**config.mk**
```make
export PLATFORM = sky130hd
export DESIGN_NAME = eth_port_arbiter
export DESIGN_NICKNAME = d
export VERILOG_FILES = /design/src/rtl/eth_port_arbiter.sv
export SDC_FILE = /design/constraint.sdc
export NUM_CORES = 1
export LEC_CHECK = 0
export CORE_ASPECT_RATIO = 0.8
export CORE_MARGIN = 3
export CORE_UTILIZATION = 40
export DETAILED_ROUTE_END_ITERATION = 16
export DONT_BUFFER_PORTS = 1
export GPL_TIMING_DRIVEN = 0
export PLACE_DENSITY = 0.59
export SYNTH_ARGS = -nofsm -noshare
export SYNTH_HDL_FRONTEND = slang
export SYNTH_SLANG_ARGS = --single-unit
```
**constraint.sdc**
```tcl
create_clock -name clk -period 11.29 [get_ports clk]
set_input_delay 2.8225 -clock clk [delete_from_list [all_inputs] [get_ports clk]]
set_output_delay 2.8225 -clock clk [all_outputs]
set_load 0.05 [all_outputs]
```
**src/rtl/eth_port_arbiter.sv**
```systemverilog
// eth_port_arbiter: round-robin packet crossbar from per-ingress FWFT queues to egress ports.
// Define ETH_ARB_STATS_EN to add saturating per-egress packet and per-ingress drop counters.
module eth_port_arbiter #(
  parameter int NUM_PORTS = 4,
  parameter logic [NUM_PORTS*32-1:0] PORT_ADDR = {32'd3, 32'd2, 32'd1, 32'd0},
  parameter int CNT_W = 16
) (
  input  logic                    clk,
  input  logic                    rst,
  input  logic [NUM_PORTS*34-1:0] rd_data,
  input  logic [NUM_PORTS-1:0]    empty,
  input  logic [NUM_PORTS-1:0]    egress_ready,
  output logic [NUM_PORTS-1:0]    rd_en,
  output logic [NUM_PORTS-1:0]    o_valid,
  output logic [NUM_PORTS*32-1:0] o_data,
  output logic [NUM_PORTS-1:0]    o_start,
  output logic [NUM_PORTS-1:0]    o_end,
  output logic [NUM_PORTS-1:0]    o_port_busy,
  output logic [NUM_PORTS-1:0]    drop_pulse
`ifdef ETH_ARB_STATS_EN
  ,
  output logic [NUM_PORTS*CNT_W-1:0] pkt_cnt,
  output logic [NUM_PORTS*CNT_W-1:0] drop_cnt
`endif
);
  localparam int IW = (NUM_PORTS > 2) ? $clog2(NUM_PORTS) : 1;
  typedef enum logic [1:0] {IDLE, REQ, XFER, DROP} st_e;
  if (NUM_PORTS < 2 || NUM_PORTS > 8 || CNT_W < 1) begin : g_bad_params
    $error("eth_port_arbiter: unsupported NUM_PORTS or CNT_W");
  end
  st_e st_q [NUM_PORTS];
  st_e st_d [NUM_PORTS];
  logic [IW-1:0] dest_q [NUM_PORTS];
  logic [IW-1:0] dest_d [NUM_PORTS];
  logic [IW-1:0] owner_q [NUM_PORTS];
  logic [IW-1:0] owner_d [NUM_PORTS];
  logic [IW-1:0] rr_q [NUM_PORTS];
  logic [IW-1:0] rr_d [NUM_PORTS];
  logic [NUM_PORTS-1:0] own_v_q, own_v_d, grant, drop_d;
  logic [NUM_PORTS-1:0] o_valid_d, o_start_d, o_end_d;
  logic [NUM_PORTS*32-1:0] o_data_d;
  int src, idx, win;
  logic found, hit, sop, eop_pop;
  logic [IW-1:0] mi;

  always_comb begin
    rd_en = '0;
    for (int i = 0; i < NUM_PORTS; i++)
      rd_en[i] = !rst && !empty[i] && (st_q[i] == DROP || (st_q[i] == IDLE && !rd_data[i*34+32]) ||
                 (st_q[i] == XFER && egress_ready[dest_q[i]]));
  end

  // Owned egresses forward the owner's pop; unowned egresses pick the next REQ ingress from rr_q.
  always_comb begin
    own_v_d = own_v_q;
    owner_d = owner_q;
    rr_d = rr_q;
    grant = '0;
    o_valid_d = '0;
    o_start_d = '0;
    o_end_d = '0;
    o_data_d = '0;
    src = 0;
    idx = 0;
    win = 0;
    found = 1'b0;
    for (int p = 0; p < NUM_PORTS; p++) begin
      win = 0;
      found = 1'b0;
      if (own_v_q[p]) begin
        src = int'(owner_q[p]);
        o_valid_d[p] = rd_en[src];
        o_start_d[p] = rd_en[src] && rd_data[src*34+32];
        o_end_d[p] = rd_en[src] && rd_data[src*34+33];
        o_data_d[p*32 +: 32] = rd_en[src] ? rd_data[src*34 +: 32] : 32'd0;
        own_v_d[p] = !o_end_d[p];
      end else begin
        for (int k = NUM_PORTS - 1; k >= 0; k--) begin
          idx = (int'(rr_q[p]) + k) % NUM_PORTS;
          if (st_q[idx] == REQ && dest_q[idx] == IW'(p)) begin
            win = idx;
            found = 1'b1;
          end
        end
        own_v_d[p] = found;
        owner_d[p] = found ? IW'(win) : owner_q[p];
        rr_d[p] = found ? IW'((win + 1) % NUM_PORTS) : rr_q[p];
        if (found) grant[win] = 1'b1;
      end
    end
  end

  always_comb begin
    st_d = st_q;
    dest_d = dest_q;
    drop_d = '0;
    hit = 1'b0;
    mi = '0;
    sop = 1'b0;
    eop_pop = 1'b0;
    for (int i = 0; i < NUM_PORTS; i++) begin
      hit = 1'b0;
      mi = '0;
      for (int p = NUM_PORTS - 1; p >= 0; p--)
        if (rd_data[i*34 +: 32] == PORT_ADDR[p*32 +: 32]) begin
          hit = 1'b1;
          mi = IW'(p);
        end
      sop = !empty[i] && rd_data[i*34+32];
      eop_pop = rd_en[i] && rd_data[i*34+33];
      case (st_q[i])
        IDLE: begin
          st_d[i] = sop ? (hit ? REQ : DROP) : IDLE;
          dest_d[i] = (sop && hit) ? mi : dest_q[i];
          drop_d[i] = rd_en[i];
        end
        REQ: st_d[i] = grant[i] ? XFER : REQ;
        XFER: st_d[i] = eop_pop ? IDLE : XFER;
        default: begin
          st_d[i] = eop_pop ? IDLE : DROP;
          drop_d[i] = eop_pop;
        end
      endcase
    end
  end

  always_ff @(posedge clk or posedge rst) begin
    if (rst) begin
      st_q <= '{default: IDLE};
      dest_q <= '{default: '0};
      owner_q <= '{default: '0};
      rr_q <= '{default: '0};
      own_v_q <= '0;
      o_valid <= '0;
      o_data <= '0;
      o_start <= '0;
      o_end <= '0;
      drop_pulse <= '0;
    end else begin
      st_q <= st_d;
      dest_q <= dest_d;
      owner_q <= owner_d;
      rr_q <= rr_d;
      own_v_q <= own_v_d;
      o_valid <= o_valid_d;
      o_data <= o_data_d;
      o_start <= o_start_d;
      o_end <= o_end_d;
      drop_pulse <= drop_d;
    end
  end

  assign o_port_busy = own_v_q;

`ifdef ETH_ARB_STATS_EN
  always_ff @(posedge clk or posedge rst) begin
    if (rst) begin
      pkt_cnt <= '0;
      drop_cnt <= '0;
    end else begin
      for (int p = 0; p < NUM_PORTS; p++) begin
        if (o_end_d[p] && !(&pkt_cnt[p*CNT_W +: CNT_W]))
          pkt_cnt[p*CNT_W +: CNT_W] <= pkt_cnt[p*CNT_W +: CNT_W] + 1'b1;
        if (drop_d[p] && !(&drop_cnt[p*CNT_W +: CNT_W]))
          drop_cnt[p*CNT_W +: CNT_W] <= drop_cnt[p*CNT_W +: CNT_W] + 1'b1;
      end
    end
  end
`endif
endmodule

```
==> impl_summary.md <==
Status
The run finished with clean final reports.

Synth
The leading cell type by number of instances after synthesis is sky130_fd_sc_hd__dfrtp_1. The cell count after synthesis is approximately 890. Of the total synthesized cell area, the portion taken by full adders, half adders and majority gates is 0.0214.

The Yosys step of the flow raised 0 warnings. Measured against the total synthesized area, the mux share comes to 0.312. In the synthesized netlist the async set-or-reset flop fraction comes to 1.00. By area, the combinational part of the netlist is dominated by multiplexers. In this run, synthesis produced a sequential element count of 180. The xor/xnor cell area share of the yosys netlist is 0.

Of the synthesized area, sequential elements account for 0.384. By count the netlist is led by 180 x sky130_fd_sc_hd__dfrtp_1, 144 x sky130_fd_sc_hd__mux4_2, 64 x sky130_fd_sc_hd__a21boi_0. The area share of and/or/nand/nor cells after synthesis is 0.128. The mapped netlist covers between 10,000 and 15,000 sq um. In the synthesized netlist the dominant register cell turns out to be sky130_fd_sc_hd__dfrtp_1.

Yosys mapped a number of flops with a built-in enable equal to 0. By area the synthesized netlist is led by sky130_fd_sc_hd__dfrtp_1 38%, sky130_fd_sc_hd__mux4_2 28%, sky130_fd_sc_hd__a21boi_0 4.1%. Each instance of the synthesized netlist takes up on average 13.1 sq um.

The cell taking the most area after synthesis is sky130_fd_sc_hd__dfrtp_1. Counting distinct cell types in the post-synthesis netlist gives 76. The area fraction in compound gates after synthesis is 0.115. The fraction of post-synthesis cell area in the top cell type by area is 0.384. Counting every net in the synthesized netlist gives around 1,100.

Drt
The number of nets with antenna violations after detailed routing is 0. After detailed routing, the number of remaining DRC violations is 0. The final route contains between 8,000 and 9,000 vias. In the final routed layout, each cell accounts on average for around 34 um. The total detailed-routing wirelength is ~44 mm. The detailed-routing iteration count for the pre-antenna-repair pass is 5. The number of DRC markers in iteration 0 is between 900 and 1,000. The average via count per standard cell is 6.86.

CTS
Counting every sink on the clock net gives 180. In this run the number of H-tree levels came out at 4. The number of buffers added to fix hold violations after cts is 0. Clock tree synthesis inserted a total of 17 buffers. TritonCTS built the clock tree. The clock insertion delay at the later pin of the skew report is about 0.45 ns. The number of setup buffers added after CTS is 0.

Clock tree synthesis selected as its root buffer the cell sky130_fd_sc_hd__clkbuf_16. The clock input transition at the sequential cells of the worst setup and hold paths is about 0.070 ns. The largest buffer count on any clock path is 2.

The post-CTS resize count is 0.

Place
The setup slack at placement is around 4.2 ns. In this run the tool buffered the top-level ports with 0 buffer cells. The wire-length estimate of the detail-placed layout is roughly 33 mm. The post-detailed-placement cell area is 12,200 sq um. The congestion estimate from routability-driven global placement came to about 0.94.

Layout
The signed area change from the synthesized netlist to the final layout is 9.27%. The number of inserted diodes is 0. In the final layout, the share of cells above drive strength 1 is 0.324.

The final net count is ~1,100. The final design instance area without fill is ~13,000 sq um.

Critical path
The launch instance of the worst register-to-register path is dest_q[5]. The largest fanout on the critical path is 9. The classification of the worst setup path is primary input to primary output. STA classifies the critical path startpoint as a primary input. The most common cell type on the critical path is sky130_fd_sc_hd__nor2_1. The worst endpoint required time is 8.47 ns. The worst register-to-register path ends at st_q[7]. The largest individual stage delay along the critical path comes from the cell sky130_fd_sc_hd__nor2_1. On the worst path, the slowest cell contributes a delay of 0.82 ns.

Grouping stages by cell kind, the critical path spends the most delay in simple AND/OR/NAND/NOR gates. The number of cells on the worst reg-to-reg path is 7. The kind of capture point of the worst setup path is a primary output. The register-to-register setup slack is 7.91 ns. The combined buffer and inverter count along the critical path is 1. The worst endpoint data arrival time is 4.24 ns. The signal on the critical path passes through buf_2 -> nor2_1 -> o311ai_1 -> nor2_1.

Timing
The clock tree skew after final layout is between 0.015 and 0.02 ns. The number of hold violations in the final report was 0. Setup repair after global routing left no endpoint under its margin. Final hold analysis gives a worst-case slack of approximately 0.58 ns.

The smallest clock period supported by the final layout is computed as 7.06 ns. The number of setup violations in the final report is 0. The final max-slew violation count is 0. The max-slew headroom at the worst pin is 0.169. For the pin with the worst max-slew slack, the measured transition is between 1 and 1.5 ns. The maximum achievable frequency is around 140 MHz. The final setup TNS is 0 ns. Once routing completed, OpenROAD measured the worst setup slack at roughly 4.2 ns. In the finished design, the share of the clock period the worst path needs comes to 0.625.

Job
Max-cap violations in this run came to 0.

Power and ir drop
The share of total power dissipated in sequential elements is 0.466. Internal power comes to between 1 and 1.5 mW. The share of power burned in the clock network is 0.274. The combinational share of power is 0.261.

Total power for the finished layout comes to roughly 2.2 mW. Of the total power, the share spent switching nets is 0.409. IR analysis of the VDD net gives a maximum drop of 0.119 mV. In this run the power density over the cells is between 150 and 200 nW/um^2. The reported net switching power is 0.898 mW. In this run the static leakage power is 5.11 nW.

Global routing
The met3 usage in global routing is 0.125. The total global routing overflow is 0. The combined global-route utilization of all metal layers is 0.276. The met2 global-route usage is 0.402. The maximum number of pins on one net before global-route repair is ~120.

The number of global-route vias before repair is between 8,000 and 9,000. The number of antenna violations at the first check in global routing is 0. For this run, global-route usage on met1 was measured as 0.383. After global routing, the most crowded layer is met2. The first global-routing pass estimated between 60 and 70 mm of wire.

Floorplanning
For this design the top-level I/O count stands at 298. The die width is 197 um. The placeable core region is around 29,000 sq um.

The floorplan has 55 rows. The floorplan step set the die height to approximately 160 um. The initial core utilization is 0.410. The area of the die is 31,400 sq um.

Worst hold path
The worst hold path begins at rr_q[1]. Along the worst hold path, the cell count comes to 2. The path type of the worst min-delay path is register to register. The worst hold endpoint is rr_q[1].
==> power by group through the flow <==
stage	Combinational, mW	Sequential [mW]	Clock, mW
final	0.572	1.02	0.601
after global routing	0.618	1.03	0.641
after CTS	0.567	1.02	0.614
after global placement	0.557	1.04	0
after detailed placement	0.564	1.03	0
after floorplan	0.438	1.00	0
==> metal layers <==
layer  routed length, um  up-vias
met3                6130       54
met2               19300      629
li1                    -     3577
met1               17200     4625
met4                 856        0
met5                   0        -
==> per-stage QoR <==
stage,std cells,util
detailed placement,1263,0.428
global placement,1262,0.427
CTS,1295,0.448
finish,1295,0.448
global route,1295,0.448
floorplan,892,-
==> sequential cells by signal, summed over array words and instances (netlist names) <==
register	flops
o_port_busy	4
o_start	4
o_end	4
rr_q	8
st_q	8
o_valid	4
drop_pulse	4
owner_q	8
dest_q	8
o_data	128
==> how the worst max path moves through the flow <==
stage	start	end	slack (ns)	cells after the start
4_1_cts	rst	rd_en[2]	4.22	4
5_1_grt	rst	rd_en[2]	4.16	4
6_report	rst	rd_en[2]	4.23	4
2_1_floorplan	rst	dest_q[0]	3.39	2
3_5_place_dp	rst	rd_en[2]	4.23	4
3_3_place_gp	rst	o_data[123]	1.18	2
==> area by class of cell <==
| cell class | instances | area, sq um |
|---|---|---|
| fillers | 2595 | 15800 |
| multi-input cells | 614 | 6760 |
| flip-flops and latches | 180 | 4500 |
| well taps | 370 | 463 |
| clock buffers | 19 | 453 |
| plain buffers | 69 | 345 |
| clock inverters | 13 | 135 |
| inverters | 29 | 116 |
| repair buffers | 1 | 27.5 |
==> kinds of logic after synthesis <==
| group | Yosys count |
|---|---|
| muxes | 182 |
| buffers and inverters | 98 |
| AOI/OAI and AO/OA | 178 |
| adders and majority gates | 20 |
| and+or+nand+nor | 234 |
| DFF | 180 |
==> cell usage in the layout (no fill, tap or decap), drive strengths merged, types with 11 or more instances in the layout <==
cell type,synthesis,layout
mux4,144,144
mux2,25,25
inv,29,37
nor2,36,36
clkbuf,15,34
nor4,31,31
buf,54,55
nand4,13,13
a21oi,28,28
ha,20,20
a21boi,64,64
and2,70,70
mux2i,13,13
o21ai,13,13
nand3,11,11
dfrtp,180,180
nand2,15,15
==> worst register-to-register path, stage by stage, from the launching register on <==
cell                       delay [ns]
sky130_fd_sc_hd__dfrtp_1         0.46
sky130_fd_sc_hd__nor4b_1         1.07
sky130_fd_sc_hd__a21oi_1         0.17
sky130_fd_sc_hd__nor3_1          0.49
sky130_fd_sc_hd__inv_1           0.14
sky130_fd_sc_hd__ha_1            0.21
sky130_fd_sc_hd__a221oi_1        0.53
sky130_fd_sc_hd__o311ai_1        0.17
No activity file was read; power rests on OpenSTA's default activity.
